<file path="src/rtl/alu_reg_sequencer_pkg.sv">
// -----------------------------------------------------------------------------
// alu_reg_sequencer_pkg
//   Shared constants for the ALU/register-file command sequencer: datapath
//   widths, opcode encodings (also used by the ALU decoder), iteration counter
//   width, and the FSM state encoding.
// -----------------------------------------------------------------------------
package alu_reg_sequencer_pkg;

   localparam int WORD_SIZE = 32;
   localparam int ADDR_SIZE = 5;
   localparam int ITER_W    = 4;

   // Opcodes
   localparam logic [2:0] OP_PASS    = 3'b000;
   localparam logic [2:0] OP_ADD     = 3'b001;
   localparam logic [2:0] OP_SUB     = 3'b010;
   localparam logic [2:0] OP_AND     = 3'b011;
   localparam logic [2:0] OP_OR      = 3'b100;
   localparam logic [2:0] OP_XOR     = 3'b101;
   localparam logic [2:0] OP_NOT     = 3'b110;
   localparam logic [2:0] OP_ILLEGAL = 3'b111;

   typedef enum logic [2:0] {
      ST_IDLE  = 3'd0,
      ST_READ  = 3'd1,
      ST_EXEC  = 3'd2,
      ST_WRITE = 3'd3,
      ST_ERR   = 3'd4
   } state_e;

endpackage

</file>
<file path="src/rtl/alu_reg_sequencer_if.sv">
// -----------------------------------------------------------------------------
// alu_reg_sequencer_if
//   Bundles the command handshake, register-file ports, ALU ports and status
//   outputs of the sequencer.
//   slave  : the sequencer side (takes commands, drives RF/ALU/status)
//   master : the environment side (issues commands, supplies RF/ALU data)
// -----------------------------------------------------------------------------
interface alu_reg_sequencer_if;
   import alu_reg_sequencer_pkg::*;

   // command handshake
   logic                 cmd_valid;
   logic                 cmd_ready;
   logic [2:0]           cmd_op;
   logic [ADDR_SIZE-1:0] cmd_ra;
   logic [ADDR_SIZE-1:0] cmd_rb;
   logic [ADDR_SIZE-1:0] cmd_rd;
   logic [ITER_W-1:0]    cmd_count;
   // register file
   logic [ADDR_SIZE-1:0] rf_ra_addr;
   logic [ADDR_SIZE-1:0] rf_rb_addr;
   logic [WORD_SIZE-1:0] rf_ra_data;
   logic [WORD_SIZE-1:0] rf_rb_data;
   logic                 rf_we;
   logic [ADDR_SIZE-1:0] rf_wr_addr;
   logic [WORD_SIZE-1:0] rf_wr_data;
   // ALU
   logic [2:0]           alu_op;
   logic [WORD_SIZE-1:0] alu_a;
   logic [WORD_SIZE-1:0] alu_b;
   logic [WORD_SIZE-1:0] alu_result;
   // status
   logic                 done;
   logic                 err;
   logic [WORD_SIZE-1:0] result;
   logic                 zero;
   logic                 neg;
   logic                 busy;

   modport slave (
      input  cmd_valid, cmd_op, cmd_ra, cmd_rb, cmd_rd, cmd_count,
      input  rf_ra_data, rf_rb_data, alu_result,
      output cmd_ready, rf_ra_addr, rf_rb_addr, rf_we, rf_wr_addr, rf_wr_data,
      output alu_op, alu_a, alu_b, done, err, result, zero, neg, busy
   );

   modport master (
      output cmd_valid, cmd_op, cmd_ra, cmd_rb, cmd_rd, cmd_count,
      output rf_ra_data, rf_rb_data, alu_result,
      input  cmd_ready, rf_ra_addr, rf_rb_addr, rf_we, rf_wr_addr, rf_wr_data,
      input  alu_op, alu_a, alu_b, done, err, result, zero, neg, busy
   );

endinterface

</file>
<file path="src/rtl/alu_reg_sequencer_iter_down_counter.sv">
// -----------------------------------------------------------------------------
// iter_down_counter
//   Loadable down-counter with zero flag. Counts the extra ALU iterations.
//   i_clk, i_rst : clock, synchronous active-high reset
//   i_load/i_val : load a new count (priority over decrement)
//   i_dec        : decrement; saturates at zero
//   o_count      : current count
//   o_zero       : o_count == 0
// -----------------------------------------------------------------------------
module iter_down_counter
   import alu_reg_sequencer_pkg::*;
(
   input  logic              i_clk,
   input  logic              i_rst,
   input  logic              i_load,
   input  logic [ITER_W-1:0] i_val,
   input  logic              i_dec,
   output logic [ITER_W-1:0] o_count,
   output logic              o_zero
);

   logic [ITER_W-1:0] r_count;

   always_ff @(posedge i_clk) begin
      if (i_rst)
         r_count <= '0;
      else if (i_load)
         r_count <= i_val;
      else if (i_dec && (r_count != '0))
         r_count <= r_count - 1'b1;
   end

   assign o_count = r_count;
   assign o_zero  = (r_count == '0);

endmodule

</file>
<file path="src/rtl/alu_reg_sequencer.sv">
// -----------------------------------------------------------------------------
// alu_reg_sequencer
//   Multi-cycle command sequencer for the register-file/ALU datapath. Accepts
//   one command, reads two registers (synchronous read), runs the ALU
//   1+count times feeding the result back as operand A, writes the result to
//   rd and pulses done with status flags. Opcode 111 skips straight to an
//   error completion.
//   i_clk, i_rst : clock, synchronous active-high reset
//   bus          : command / register-file / ALU / status bundle (slave side)
// -----------------------------------------------------------------------------
module alu_reg_sequencer
   import alu_reg_sequencer_pkg::*;
(
   input  logic              i_clk,
   input  logic              i_rst,
   alu_reg_sequencer_if.slave bus
);

   state_e               r_state, w_next;
   logic [2:0]           r_op;
   logic [ADDR_SIZE-1:0] r_ra, r_rb, r_rd;
   logic [WORD_SIZE-1:0] r_res;
   logic [WORD_SIZE-1:0] r_result;
   logic                 r_zero, r_neg;
   logic                 r_first;      // current EXEC cycle is the first one
   logic                 w_accept;
   logic                 w_iter_zero;
   logic [ITER_W-1:0]    w_iter;

   assign w_accept = (r_state == ST_IDLE) && bus.cmd_valid && !i_rst;

   iter_down_counter u_iter (
      .i_clk   (i_clk),
      .i_rst   (i_rst),
      .i_load  (w_accept),
      .i_val   (bus.cmd_count),
      .i_dec   (r_state == ST_EXEC),
      .o_count (w_iter),
      .o_zero  (w_iter_zero)
   );

   // state and datapath registers
   always_ff @(posedge i_clk) begin
      if (i_rst) begin
         r_state  <= ST_IDLE;
         r_op     <= '0;
         r_ra     <= '0;
         r_rb     <= '0;
         r_rd     <= '0;
         r_res    <= '0;
         r_result <= '0;
         r_zero   <= 1'b0;
         r_neg    <= 1'b0;
         r_first  <= 1'b0;
      end else begin
         r_state <= w_next;
         r_first <= (r_state == ST_READ);
         if (w_accept) begin
            r_op <= bus.cmd_op;
            r_ra <= bus.cmd_ra;
            r_rb <= bus.cmd_rb;
            r_rd <= bus.cmd_rd;
         end
         if (r_state == ST_EXEC)
            r_res <= bus.alu_result;
         if (r_state == ST_WRITE) begin
            r_result <= r_res;
            r_zero   <= (r_res == '0);
            r_neg    <= r_res[WORD_SIZE-1];
         end
      end
   end

   // next state and datapath outputs
   always_comb begin
      w_next         = r_state;
      bus.cmd_ready  = 1'b0;
      bus.rf_ra_addr = '0;
      bus.rf_rb_addr = '0;
      bus.alu_op     = '0;
      bus.alu_a      = '0;
      bus.alu_b      = '0;
      bus.rf_we      = 1'b0;
      bus.rf_wr_addr = '0;
      bus.rf_wr_data = '0;
      bus.done       = 1'b0;
      bus.err        = 1'b0;

      case (r_state)
         ST_IDLE: begin
            bus.cmd_ready = 1'b1;
            if (bus.cmd_valid)
               w_next = (bus.cmd_op == OP_ILLEGAL) ? ST_ERR : ST_READ;
         end
         ST_READ: begin
            bus.rf_ra_addr = r_ra;
            bus.rf_rb_addr = r_rb;
            w_next         = ST_EXEC;
         end
         ST_EXEC: begin
            // addresses stay put so RF data remains valid for every iteration
            bus.rf_ra_addr = r_ra;
            bus.rf_rb_addr = r_rb;
            bus.alu_op     = r_op;
            bus.alu_a      = r_first ? bus.rf_ra_data : r_res;
            bus.alu_b      = bus.rf_rb_data;
            if (w_iter_zero)
               w_next = ST_WRITE;
         end
         ST_WRITE: begin
            bus.rf_we      = 1'b1;
            bus.rf_wr_addr = r_rd;
            bus.rf_wr_data = r_res;
            bus.done       = 1'b1;
            w_next         = ST_IDLE;
         end
         ST_ERR: begin
            bus.done = 1'b1;
            bus.err  = 1'b1;
            w_next   = ST_IDLE;
         end
         default: w_next = ST_IDLE;
      endcase

      // reset kills any handshake or write in the same cycle
      if (i_rst) begin
         bus.cmd_ready = 1'b0;
         bus.rf_we     = 1'b0;
         bus.done      = 1'b0;
         bus.err       = 1'b0;
      end
   end

   assign bus.result = r_result;
   assign bus.zero   = r_zero;
   assign bus.neg    = r_neg;
   assign bus.busy   = (r_state != ST_IDLE);

   // keep the counter value visible for debug without an unused warning
   logic w_unused;
   assign w_unused = ^w_iter;

endmodule

</file>
<file path="src/flat_wrapper.sv">
// flat-port wrapper written by rule: the top's interface ports become plain ports
module alu_reg_sequencer_flat import alu_reg_sequencer_pkg::*;
  (i_clk, i_rst, bus_cmd_valid, bus_cmd_op, bus_cmd_ra, bus_cmd_rb, bus_cmd_rd, bus_cmd_count, bus_rf_ra_data, bus_rf_rb_data, bus_alu_result, bus_cmd_ready, bus_rf_ra_addr, bus_rf_rb_addr, bus_rf_we, bus_rf_wr_addr, bus_rf_wr_data, bus_alu_op, bus_alu_a, bus_alu_b, bus_done, bus_err, bus_result, bus_zero, bus_neg, bus_busy);
  alu_reg_sequencer_if bus_i ();
  input  logic i_clk;
  input  logic i_rst;
  input wire logic [$bits(bus_i.cmd_valid)-1:0] bus_cmd_valid;
  input wire logic [$bits(bus_i.cmd_op)-1:0] bus_cmd_op;
  input wire logic [$bits(bus_i.cmd_ra)-1:0] bus_cmd_ra;
  input wire logic [$bits(bus_i.cmd_rb)-1:0] bus_cmd_rb;
  input wire logic [$bits(bus_i.cmd_rd)-1:0] bus_cmd_rd;
  input wire logic [$bits(bus_i.cmd_count)-1:0] bus_cmd_count;
  input wire logic [$bits(bus_i.rf_ra_data)-1:0] bus_rf_ra_data;
  input wire logic [$bits(bus_i.rf_rb_data)-1:0] bus_rf_rb_data;
  input wire logic [$bits(bus_i.alu_result)-1:0] bus_alu_result;
  output wire logic [$bits(bus_i.cmd_ready)-1:0] bus_cmd_ready;
  output wire logic [$bits(bus_i.rf_ra_addr)-1:0] bus_rf_ra_addr;
  output wire logic [$bits(bus_i.rf_rb_addr)-1:0] bus_rf_rb_addr;
  output wire logic [$bits(bus_i.rf_we)-1:0] bus_rf_we;
  output wire logic [$bits(bus_i.rf_wr_addr)-1:0] bus_rf_wr_addr;
  output wire logic [$bits(bus_i.rf_wr_data)-1:0] bus_rf_wr_data;
  output wire logic [$bits(bus_i.alu_op)-1:0] bus_alu_op;
  output wire logic [$bits(bus_i.alu_a)-1:0] bus_alu_a;
  output wire logic [$bits(bus_i.alu_b)-1:0] bus_alu_b;
  output wire logic [$bits(bus_i.done)-1:0] bus_done;
  output wire logic [$bits(bus_i.err)-1:0] bus_err;
  output wire logic [$bits(bus_i.result)-1:0] bus_result;
  output wire logic [$bits(bus_i.zero)-1:0] bus_zero;
  output wire logic [$bits(bus_i.neg)-1:0] bus_neg;
  output wire logic [$bits(bus_i.busy)-1:0] bus_busy;
  assign bus_i.cmd_valid = bus_cmd_valid;
  assign bus_i.cmd_op = bus_cmd_op;
  assign bus_i.cmd_ra = bus_cmd_ra;
  assign bus_i.cmd_rb = bus_cmd_rb;
  assign bus_i.cmd_rd = bus_cmd_rd;
  assign bus_i.cmd_count = bus_cmd_count;
  assign bus_i.rf_ra_data = bus_rf_ra_data;
  assign bus_i.rf_rb_data = bus_rf_rb_data;
  assign bus_i.alu_result = bus_alu_result;
  assign bus_cmd_ready = bus_i.cmd_ready;
  assign bus_rf_ra_addr = bus_i.rf_ra_addr;
  assign bus_rf_rb_addr = bus_i.rf_rb_addr;
  assign bus_rf_we = bus_i.rf_we;
  assign bus_rf_wr_addr = bus_i.rf_wr_addr;
  assign bus_rf_wr_data = bus_i.rf_wr_data;
  assign bus_alu_op = bus_i.alu_op;
  assign bus_alu_a = bus_i.alu_a;
  assign bus_alu_b = bus_i.alu_b;
  assign bus_done = bus_i.done;
  assign bus_err = bus_i.err;
  assign bus_result = bus_i.result;
  assign bus_zero = bus_i.zero;
  assign bus_neg = bus_i.neg;
  assign bus_busy = bus_i.busy;
  alu_reg_sequencer u_core (.i_clk(i_clk), .i_rst(i_rst), .bus(bus_i));
endmodule
</file>
<file path="config.mk">
export PLATFORM = sky130hd
export DESIGN_NAME = alu_reg_sequencer_flat
export DESIGN_NICKNAME = d
export VERILOG_FILES = /design/src/rtl/alu_reg_sequencer_pkg.sv /design/src/rtl/alu_reg_sequencer_if.sv /design/src/rtl/alu_reg_sequencer_iter_down_counter.sv /design/src/rtl/alu_reg_sequencer.sv /design/src/flat_wrapper.sv
export SDC_FILE = /design/constraint.sdc
export NUM_CORES = 1
export LEC_CHECK = 0
export CAP_MARGIN = 10
export CORE_ASPECT_RATIO = 2
export CORE_MARGIN = 2
export CORE_UTILIZATION = 40
export DETAILED_ROUTE_END_ITERATION = 10
export MAX_ROUTING_LAYER = met4
export PLACE_DENSITY_LB_ADDON = 0.25
export SLEW_MARGIN = 25
export SYNTH_ARGS = -nofsm -noshare
export SYNTH_HDL_FRONTEND = slang
export SYNTH_SLANG_ARGS = --single-unit
</file>
<file path="constraint.sdc">
create_clock -name i_clk -period 2.7 [get_ports i_clk]
set_clock_uncertainty 0.1 [all_clocks]
set_input_delay 0.54 -clock i_clk [delete_from_list [all_inputs] [get_ports i_clk]]
set_output_delay 0.54 -clock i_clk [all_outputs]
set_load 0.005 [all_outputs]
</file>
Word-level counts from Yosys, hierarchy flattened
Cells that the tools add are included.
{"block": "word_totals", "ff_bits": 92, "romBits": 0, "out_inout_bits": 153, "latch_bits": 0, "in_bits": 121, "n_memories": 0, "wordCells": 54, "ramBits": 0}
{"block": "classes", "order_cmp": 0, "n_addsub": 1, "n_div": 0, "shift": 0, "mul": 0, "mux": 22, "reduce_logical": 13, "n_bitwise": 0, "eq_ne": 7}
{"operator": "two-way mux 32 bit", "n": 4}
{"operator": "logical NOT 32 bit", "n": 1}
{"operator": "two-way mux 5 bit", "n": 3}
{"operator": "two-way mux 3 bit", "n": 4}
{"operator": "one-hot mux 3 bit (3 select lines)", "n": 1}
{"operator": "two-way mux 1 bit", "n": 8}
{"operator": "two-way mux 4 bit", "n": 2}
{"operator": "== test 3 x 2 -> 1 bit (second input constant)", "n": 2}
{"operator": "== test 3 bit (second input constant)", "n": 2}
{"operator": "logical NOT 4 bit", "n": 1}
{"operator": "nonzero test 4 bit", "n": 1}
{"operator": "OR reduction 2 bit", "n": 2}
{"operator": "subtractor 4 x 1 -> 4 bit (second input constant)", "n": 1}
{"operator": "== test 3 x 1 -> 1 bit (second input constant)", "n": 1}
{"operator": "logical AND 1 bit", "n": 3}
{"operator": "logical NOT 3 bit", "n": 1}
{"operator": "nonzero test 3 bit", "n": 1}
{"operator": "!= test 2 x 1 -> 1 bit (second input constant)", "n": 1}
{"operator": "!= test 2 bit (second input constant)", "n": 1}
{"operator": "AND reduction 2 bit", "n": 1}
{"operator": "nonzero test 2 bit", "n": 1}
{"operator": "logical NOT 1 bit", "n": 1}

Depth between registers and ports, before layout
Gate-level depths: netlist of run 1.
{"block": "logic_depth", "depth_word": 4, "ltp_mapped": 7, "depth_no_buf": 6}

Cells and area by module
From an unflattened synthesis of run 1, not the netlist that was laid out.
{"block": "unflattened", "hier_cells": 587, "area_unflattened_um2": 4389.2}
{"module": "alu_reg_sequencer", "area_each_um2": 4126.5, "cells_each": 558, "instances": 1, "seq_area_each_um2": 1741.7}
{"module": "iter_down_counter", "area_each_um2": 262.8, "cells_each": 29, "instances": 1, "seq_area_each_um2": 80.1}

Least setup slack after synthesis of run 1
No wires, ideal clock.
{"block": "synth_timing", "kind": "register -> output", "from": "register u_core.r_state[2]", "to": "output bus_alu_a[10]", "t_required_ns": 2.060, "path_buffers": 3, "stages_incl_launch_ff": 6, "slack_ns": 0.718, "arrival_time_ns": 1.342, "cell_sequence": "dfxtp_1 buf_6 or3b_4 buf_2 buf_2 nor2_1"}
{"block": "synth_via", "elab_chain_cells": 2}
{"item": "start, declared", "line_no": "alu_reg_sequencer.sv:19", "text": "state_e r_state, w_next;"}
{"item": "start signal, assigned", "line_no": "alu_reg_sequencer.sv:56", "text": "r_state <= w_next;"}
{"item": "== test 3 x 2 -> 1 bit", "line_no": "alu_reg_sequencer.sv:89", "text": "case (r_state)"}
{"item": "two-way mux 32 bit", "line_no": "alu_reg_sequencer.sv:89"}
{"item": "end, declared", "line_no": "flat_wrapper.sv:23", "text": "output wire logic [$bits(bus_i.alu_a)-1:0] bus_alu_a;"}
No other way between the ends.

Final worst setup path of run 1
{"block": "layout_timing", "from": "register u_core.r_state[1]", "to": "output bus_rf_wr_addr[3]"}
{"block": "layout_via", "elab_chain_cells": 2}
{"item": "== test 3 x 2 -> 1 bit", "line_no": "alu_reg_sequencer.sv:89"}
{"item": "two-way mux 5 bit", "line_no": "alu_reg_sequencer.sv:89"}
{"item": "end, declared", "line_no": "flat_wrapper.sv:20", "text": "output wire logic [$bits(bus_i.rf_wr_addr)-1:0] bus_rf_wr_addr;"}
No other way between the ends.

==> results of run 1 <==
-- power by group through the flow --
| stage | Sequential (mW) | Clock, mW | Combinational, mW |
|---|---|---|---|
| finish | 1.49 | 1.29 | 0.862 |
| global route | 1.49 | 1.38 | 0.930 |
| CTS | 1.48 | 1.31 | 0.822 |
| detailed placement | 1.51 | 0 | 0.786 |
| global placement | 1.51 | 0 | 0.768 |
| floorplan | 1.48 | 0 | 0.385 |
-- synthesized netlist by cell type --
cell type | count | share of area
or3b_4 | 1 | 0.0026
and3b_1 | 1 | 0.0020
nand3b_1 | 2 | 0.0035
nor2_4 | 1 | 0.0026
xnor2_1 | 2 | 0.0041
dfxtp_1 | 91 | 0.42
clkbuf_1 | 25 | 0.022
or2_2 | 1 | 0.0015
o211ai_1 | 1 | 0.0017
nand3_1 | 1 | 0.0012
a211oi_2 | 1 | 0.0029
nor4_1 | 8 | 0.012
ha_1 | 1 | 0.0029
buf_4 | 4 | 0.0070
nand2_1 | 169 | 0.15
a211oi_1 | 1 | 0.0017
a311oi_1 | 1 | 0.0020
nor3b_2 | 1 | 0.0029
nand4_1 | 2 | 0.0029
nor2_1 | 39 | 0.034
mux2i_1 | 33 | 0.077
and2_1 | 51 | 0.074
nor4_4 | 2 | 0.0099
nand4b_1 | 1 | 0.0020
nor3_1 | 2 | 0.0023
nor3b_1 | 1 | 0.0017
buf_6 | 1 | 0.0026
inv_1 | 34 | 0.030
nor4b_1 | 2 | 0.0041
or3_1 | 3 | 0.0044
a21oi_1 | 85 | 0.099
buf_2 | 13 | 0.015
-- worst max-delay path, cell delays in order, from the launching register on --
cell             delay (ns)
dfxtp_4                0.38
buf_6                  0.14
and3b_2                0.29
clkbuf_16              0.21
and2_1                 0.14
clkdlybuf4s50_1        0.52
-- placed cells by master, fill, tap and decap left out, drive strengths merged, types with 2 or more instances in the layout --
master         count
dfxtp             91
a21oi             85
dlygate4sd2        2
xnor2              2
dlymetal6s2s      24
and2              51
nor3b              2
mux2i             33
clkdlybuf4s50    246
buf               21
a211oi             2
nand4              2
nand3b             2
or3b               2
nor3               2
nor2              40
nor4b              2
nor4              10
clkbuf            13
nand2            169
or3                3
inv               38
-- worst min path at each step --
stage          slack (ns)                     to                   from
4_1_cts              0.35         u_core.r_op[0]         u_core.r_op[0]
5_1_grt              0.37  u_core.bus.result[22]  u_core.bus.result[22]
3_5_place_dp         0.34         u_core.r_op[0]         u_core.r_op[0]
6_report             0.35         u_core.r_op[0]         u_core.r_op[0]
3_3_place_gp         0.34         u_core.r_op[0]         u_core.r_op[0]
2_1_floorplan        0.33         u_core.r_op[0]         u_core.r_op[0]
-- state kept, by name (all words and copies together) (netlist names) --
register / flops
u_core.r_op: 3
u_core.r_rb: 5
u_core.r_rd: 5
u_core.r_state: 3
u_core.bus.result: 32
u_core.bus.zero: 1
u_core.u_iter.o_count: 4
u_core.r_first: 1
u_core.r_ra: 5
u_core.r_res: 32
-- metrics by stage --
step           setup WS (ns)   util  instances
2_1_floorplan          0.718      -        581
3_3_place_gp           0.333  0.683        962
3_5_place_dp           0.277  0.683        962
4_1_cts              -0.0391  0.719        982
5_1_grt              -0.0259  0.738        989
6_report              0.0388  0.738        989
-- cell type report --
| cell class | count | area share |
|---|---|---|
| Timing Repair Buffer | 297 | 0.402 |
| Multi-Input combinational cell | 414 | 0.282 |
| Sequential cell | 91 | 0.237 |
| Clock buffer | 9 | 0.0291 |
| Tap cell | 137 | 0.0222 |
| Inverter | 34 | 0.0165 |
| Clock inverter | 7 | 0.0108 |
-- cells by family after synthesis --
group / share of synthesized area
compound gates: 0.107
xor+xnor: 0.00407
fa+ha+maj: 0.00290
buf+inv: 0.0761
flops: 0.423
mux: 0.0767
simple gates: 0.310
-- repair_timing --
item                                   4_1_cts  5_1_grt
setup buffers                                2        3
setup endpoints to repair                   49       66
endpoints found under the hold margin        0        0
gates cloned                                 2        4
pin swaps                                    1        3
hold buffers                                 0        0
resized for setup                            7       34
-- layer usage --
| metal | GRT usage | wire length (µm) | vias to the layer above |
|---|---|---|---|
| met5 | - | 0 | - |
| met4 | 0.113 | 593 | 0 |
| met3 | 0.0620 | 1120 | 37 |
| met2 | 0.508 | 9400 | 220 |
| met1 | 0.290 | 5770 | 2264 |
| li1 | - | - | 2396 |
==> results.toml, run 1 <==
[worst_hold_path]
hold_depth = 2
min_path_type = "register to register"

[critical_path]
critPathLaunchType = "register"
worstSetupEndpoint = "bus_rf_wr_addr[3]"
setup.worst_path.start = "u_core.r_state[1]"
worstReg2RegStart = "u_core.r_state[2]"
r2r_slack_ns = 0.85
worstPathRequired_ns = 2.06
worstSetupPathType = "register to output pin"
reg2regPathDepth = 6
cp_max_fo = 18
arrival_ns = 2.02
worstReg2RegEnd = "u_core.r_rb[2]"
critPathCaptureType = "output pin"

[placed_design]
dp_hpwl_um = 12100
port_buffers = 273
gp_congestion = 0.889
postPlaceCellArea_um2 = 7160

[clock_network]
cts_made_buffers = 9
clkTransAtPathRegs_ns = 0.07
tritoncts = "done"
clock_sink_count = 91
ctsHtreeMaxLevel = 3
clock_latency_ns = 0.34
root_buffer = "clkbuf_16"
ctsLongestPathBuffers = 2

[synth]
ys_ff_latch = 91
yosysSeqAreaShare = 0.423
yosysWarnings = 0
syn_nets = 703
syn_inst = 581
avgSynthCellArea_um2 = 7.42
netlist_area_um2 = 4310
ys_types = 32

[floorplanning]
initial_core_util = 0.411
num_rows = 53
dieArea_um2 = 11700
die_y_um = 151
die_x_um = 77.4
pin_count = 274
core-area_um2 = 10500

[sta]
fin_setup_tns_ns = 0
hold_viol_final = 0
maxSlewHeadroom = 0.599
rsz0062_at_grt = "true"
finalSetupViolations = 0
max_freq_mhz = 376
drv_slew = 0
period_share = 0.986
fin_crit_ns = 2.66
hold_ws_ns = 0.350
worst_slew_pin_slew_ns = 0.601

[global_route]
grt_antenna_before_repair = 0
grtUsageTotal = 0.280
grt_max_degree = 59
grt_pass1_wl_um = 24800
grt_pass1_vias = 4844
grt-ovfl-total = 0

[job]
cap_violations = 0

[routing]
vias = 4917
drc = 0
drtIter0Drc = 237
drtAntennaViolNets = 0
vias_per_cell = 4.97
dr.pass1.iters = 4
wirelength_um = 16900
wl_per_cell_um = 17.1

[power]
p_leak_nw = 3.36
total_power_mw = 3.64
swShare = 0.277
p_seq_frac = 0.408
p_per_area_nw_per_um2 = 471
intPower_mw = 2.63
power_switching_mw = 1.01
pwr-share-clk = 0.355
combPwrFrac = 0.237
peakVddDrop_uv = 392

[final_layout]
layout-drive-gt1-share = 0.0657
final_area_um2 = 7740
nFillCells = 844
nets = 969
multi_input_area_um2 = 2180
n_antenna_cell = 0
seq_area_um2 = 1830
area_growth_pct = 79.6

[run_status]
status = "complete, no violations"
No activity file was read; power rests on OpenSTA's default activity.
==> inputs of run 2 (changes only) <==
--- a/config.mk
+++ b/config.mk
@@ -6,7 +6,7 @@
 export NUM_CORES = 1
 export LEC_CHECK = 0
 export CAP_MARGIN = 10
-export CORE_ASPECT_RATIO = 2
+export CORE_ASPECT_RATIO = 0.7
 export CORE_MARGIN = 2
 export CORE_UTILIZATION = 40
 export DETAILED_ROUTE_END_ITERATION = 10
==> run 2 against run 1 <==
Fmax about the same; clock power about the same; sequential cell count unchanged; routed wire length decreased by 5.3%; utilization about the same; final cell count decreased by 0.30%; critical path depth increased by 1; register-to-register slack got worse by 0.03 ns; worst hold slack improved by 0.00060 ns; cell area decreased by 0.47%; via count decreased by 0.98%; largest cell class unchanged; largest power group unchanged.
==> results.toml, run 2 (synthesized netlist as in run 1, its figures left out) <==
[clock_network]
clock_sink_count = 91
tritoncts = "done"
cts_made_buffers = 9
root_buffer = "clkbuf_16"
cts_hold_buf = 0
clock_latency_ns = 0.34
clkTransAtPathRegs_ns = 0.06
ctsLongestPathBuffers = 2
ctsHtreeMaxLevel = 3

[floorplanning]
die_x_um = 128
dieArea_um2 = 11600
die_y_um = 90.8
num_rows = 31
initial_core_util = 0.413
core-area_um2 = 10400
pin_count = 274

[job]
cap_violations = 0

[routing]
wirelength_um = 16000
drtIter0Drc = 359
wl_per_cell_um = 16.2
vias_per_cell = 4.94
drtAntennaViolNets = 0
vias = 4869
drc = 0
dr.pass1.iters = 5

[final_layout]
nFillCells = 783
finalCoreUtilization = 0.738
layout-drive-gt1-share = 0.0632
n_antenna_cell = 0
final_common_cell = "clkdlybuf4s50_1"
nets = 971
final_cell_mix = "clkdlybuf4s50_1 (247), nand2_1 (169), dfxtp_1 (87)"
area_growth_pct = 78.7

[placed_design]
gp_congestion = 0.832
port_buffers = 273
dp_hpwl_um = 11500

[critical_path]
critPathCaptureType = "output pin"
worstPathRequired_ns = 2.06
worstReg2RegStart = "u_core.r_state[0]"
cp_max_fo = 14
path_cells = "buf_4 -> nor3b_4 -> buf_6 -> clkbuf_16 -> and2_1 -> clkdlybuf4s50_1"
path_delay_family = "buffers and inverters"
critPathLaunchType = "register"
cp.buffers_inverters = 4
worst_path_max_delay_cell = "clkdlybuf4s50_1"
cp_slowest_stage_delay_ns = 0.50
worstSetupPathType = "register to output pin"
arrival_ns = 2.02
reg2regPathDepth = 5
r2r_slack_ns = 0.82
worstReg2RegEnd = "u_core.u_iter.o_count[3]"

[sta]
fin_crit_ns = 2.66
finalSetupViolations = 0
max_freq_mhz = 376
maxSlewHeadroom = 0.499
fin_setup_tns_ns = 0
period_share = 0.986
drv_slew = 0
hold_viol_final = 0
worst_slew_pin_slew_ns = 0.744

[worst_hold_path]
min_to = "u_core.r_rd[4]"
hold_start = "u_core.r_rd[4]"
min_path_type = "register to register"
hold_depth = 2

[global_route]
grt-ovfl-total = 0
grt_pass1_wl_um = 23300
grt_pass1_vias = 4494
grtUsageTotal = 0.261
grt_antenna_before_repair = 0
grt_max_degree = 65

[power]
peakVddDrop_uv = 387
p_per_area_nw_per_um2 = 470
p_leak_nw = 3.34

[run_status]
status = "complete, no violations"
-- run 2: per-stage QoR --
stage	power [mW]	std cells	hold WS (ns)	worst slack [ns]	area (µm²)
2_1_floorplan	1.87	581	0.332	0.718	4310
3_5_place_dp	2.30	958	0.342	0.257	7150
6_report	3.62	986	0.351	0.0369	7700
5_1_grt	3.77	986	0.371	-0.00362	7700
3_3_place_gp	2.27	958	0.338	0.268	7150
4_1_cts	3.59	978	0.351	-0.0217	7500
-- run 2: layout make-up --
cell class              instances  area [µm²]  area share
clock buffers                  11         243      0.0315
clock inverters                 5        62.6     0.00812
inverters                      34         128      0.0166
multi-input cells             414        2180       0.283
flip-flops and latches         91        1830       0.238
well taps                     132         165      0.0214
repair buffers                299        3090       0.402
-- run 2: layer usage --
layer | routed length [µm] | GRT usage
met3 | 1020 | 0.0509
met4 | 258 | 0.0806
met2 | 7710 | 0.430
met1 | 6990 | 0.323
met5 | 0 | -
-- run 2: worst register-to-register path, stage by stage (launching register included) --
cell and delay [ns]:
dfxtp_2 0.35, or3b_4 0.57, buf_4 0.26, nor4_4 0.16, mux2i_1 0.24, a211oi_2 0.09
-- run 2: worst max-delay path by stage --
stage / from / endpoint / slack (ns) / cells past startpoint
global route: u_core.r_state[2] / bus_alu_b[11] / -0.004 / 6
floorplan: u_core.r_state[2] / bus_alu_a[10] / 0.72 / 5
finish: u_core.r_state[2] / bus_alu_b[2] / 0.04 / 6
global placement: u_core.r_state[2] / bus_alu_b[27] / 0.27 / 5
CTS: u_core.r_state[2] / bus_alu_a[22] / -0.02 / 3
detailed placement: u_core.r_state[2] / bus_alu_b[27] / 0.26 / 5
-- run 2: power breakdown --
group	total [mW]	leakage (nW)	internal, mW	switching [mW]
Combinational	0.863	2.46	0.481	0.382
Sequential	1.48	0.740	1.41	0.0721
Clock	1.27	0.142	0.746	0.526
-- run 2: repair_timing --
action | CTS | global route
endpoints found under the hold margin | 0 | 0
gates cloned | 1 | 3
buffers inserted | 3 | 5
resized for setup | 4 | 36
endpoints found under the setup margin | 67 | 89
pin swaps | 3 | 1
==> inputs of run 3 (changes only) <==
--- a/config.mk
+++ b/config.mk
@@ -6,9 +6,11 @@
 export NUM_CORES = 1
 export LEC_CHECK = 0
 export CAP_MARGIN = 10
+export CELL_PAD_IN_SITES_DETAIL_PLACEMENT = 2
+export CELL_PAD_IN_SITES_GLOBAL_PLACEMENT = 2
 export CORE_ASPECT_RATIO = 0.7
 export CORE_MARGIN = 2
-export CORE_UTILIZATION = 40
+export CORE_UTILIZATION = 20
 export DETAILED_ROUTE_END_ITERATION = 10
 export MAX_ROUTING_LAYER = met4
 export PLACE_DENSITY_LB_ADDON = 0.25
==> run 3 against run 2 <==
Fmax is 1.1% higher; worst hold slack better by 0.0034 ns; utilization is 36 points lower; combinational power is 4.2% higher; non-clock buffer count is 1 higher; register-to-register slack worse by 0.02 ns; critical endpoint is now bus_alu_b[1]; highest routed layer unchanged.
==> results.toml, run 3 (synthesized netlist as in run 1, its figures left out) <==
[global_route]
grt-ovfl-total = 0
grt_pass1_vias = 5505
grt_antenna_before_repair = 1
grt_max_degree = 78
grt_pass1_wl_um = 31800
grtUsageTotal = 0.183

[critical_path]
worstPathRequired_ns = 2.06
cp_max_fo = 13
r2r_slack_ns = 0.80
arrival_ns = 2.00
worstSetupPathType = "register to output pin"
worstReg2RegStart = "u_core.r_state[1]"
critPathCaptureType = "output pin"
crit_top_cell = "buf_6"
critPathLaunchType = "register"
path_cells = "buf_6 -> nor3b_4 -> buf_6 -> buf_16 -> and2_1 -> clkdlybuf4s50_1"
worst_path_max_delay_cell = "clkdlybuf4s50_1"
cp_slowest_stage_delay_ns = 0.49
worstReg2RegEnd = "u_core.r_rd[3]"
reg2regPathDepth = 7

[floorplanning]
die_x_um = 179
dieArea_um2 = 22800
core-area_um2 = 20900
num_rows = 44
die_y_um = 127
initial_core_util = 0.206
pin_count = 274

[clock_network]
cts_hold_buf = 0
root_buffer = "clkbuf_16"
cts_made_buffers = 9
clkTransAtPathRegs_ns = 0.06
ctsHtreeMaxLevel = 3
clock_sink_count = 91
ctsLongestPathBuffers = 2
clock_latency_ns = 0.35
tritoncts = "done"

[routing]
dr.pass1.iters = 4
wirelength_um = 20700
vias = 4976
drc = 0
wl_per_cell_um = 18.3
drtIter0Drc = 132
vias_per_cell = 4.40
drtAntennaViolNets = 0

[worst_hold_path]
min_path_type = "register to register"
hold_start = "u_core.r_rd[0]"
min_to = "u_core.r_rd[0]"
hold_depth = 2

[sta]
fin_crit_ns = 2.64
maxSlewHeadroom = 0.419
period_share = 0.976
worst_slew_pin_slew_ns = 0.871
finalSetupViolations = 0
hold_viol_final = 0
hold_ws_ns = 0.354
max_freq_mhz = 379
rsz0062_at_grt = "true"
drv_slew = 0
setup_ws_ns = 0.0648

[placed_design]
dp_hpwl_um = 14900
place_ws_ns = 0.268
placed_cells = 1104
postPlaceCellArea_um2 = 7330
port_buffers = 273
gp_congestion = 0.755

[power]
p_per_area_nw_per_um2 = 474
combPwrFrac = 0.239
pwr-share-clk = 0.366
power_switching_mw = 1.03
peakVddDrop_uv = 207
p_seq_frac = 0.395
swShare = 0.275
p_leak_nw = 3.51
intPower_mw = 2.73

[final_layout]
final_area_um2 = 7940
layout-drive-gt1-share = 0.0714
nets = 972
final_cell_mix = "clkdlybuf4s50_1 (236), nand2_1 (169), dfxtp_1 (87)"
nFillCells = 2354
finalNonFillerCells = 1131
final_common_cell = "clkdlybuf4s50_1"
finalCoreUtilization = 0.379
area_growth_pct = 84.2

[job]
cap_violations = 0

[run_status]
status = "complete, no violations"
==> run 3: cell count changes in the layout (fill, tap and decap cells not counted), moves of 2 or more <==
cell	change
clkinv_4	-2
dlygate4sd2_1	+2
nor2_2	+4
buf_6	+2
dlymetal6s2s_1	+8
clkdlybuf4s50_1	-11
nor2_1	-4
==> run 3: power groups by stage <==
stage	registers (mW)	clock network (mW)	logic, mW
2_1_floorplan	1.48	0	0.385
3_3_place_gp	1.51	0	0.803
3_5_place_dp	1.51	0	0.832
4_1_cts	1.49	1.43	0.893
5_1_grt	1.50	1.49	0.990
6_report	1.49	1.38	0.899
==> run 3: worst max-delay path by stage <==
stage                              end  cells after the start               from
floorplan                bus_alu_a[10]                      5  u_core.r_state[2]
global placement    bus_rf_wr_data[30]                      6  u_core.r_state[1]
detailed placement  bus_rf_wr_data[30]                      6  u_core.r_state[1]
CTS                      bus_alu_b[21]                      6  u_core.r_state[2]
global route              bus_alu_a[6]                      3  u_core.r_state[1]
finish                    bus_alu_b[1]                      6  u_core.r_state[2]
==> run 3: layout make-up <==
| cell class | count | area (µm²) | share of cell area |
|---|---|---|---|
| multi-input cells | 414 | 2200 | 0.277 |
| repair buffers | 300 | 3120 | 0.393 |
| flip-flops and latches | 91 | 1830 | 0.230 |
| clock inverters | 4 | 75.1 | 0.00946 |
| inverters | 34 | 128 | 0.0161 |
| well taps | 276 | 345 | 0.0435 |
| diodes | 1 | 2.50 | 0.000315 |
| clock buffers | 11 | 243 | 0.0306 |
==> run 3: metal layers <==
layer	global-route usage	share of wire	vias to the layer above
li1	-	-	2400
met1	0.232	0.47	2420
met2	0.304	0.48	145
met3	0.0405	0.046	11
met4	0.0325	0.0079	0
met5	-	0	-
==> run 3: timing repair <==
action | 4_1_cts | 5_1_grt
resized for setup | 24 | 39
setup buffers | 3 | 5
endpoints found under the setup margin | 88 | 59
pin swaps | 1 | 4
cloned | 2 | 1
==> run 3: critical path, delay by kind of cell, from the launching register on <==
kind          cells  cell delay [ns]
buf+inv           4             0.96
simple gates      2             0.33
flops             1             0.37
==> run 3: metrics by stage <==
step | total power [mW] | setup TNS [ns]
detailed placement | 2.35 | 0
floorplan | 1.87 | 0
global route | 3.98 | -0.235
global placement | 2.31 | 0
CTS | 3.81 | -0.000131
finish | 3.76 | 0
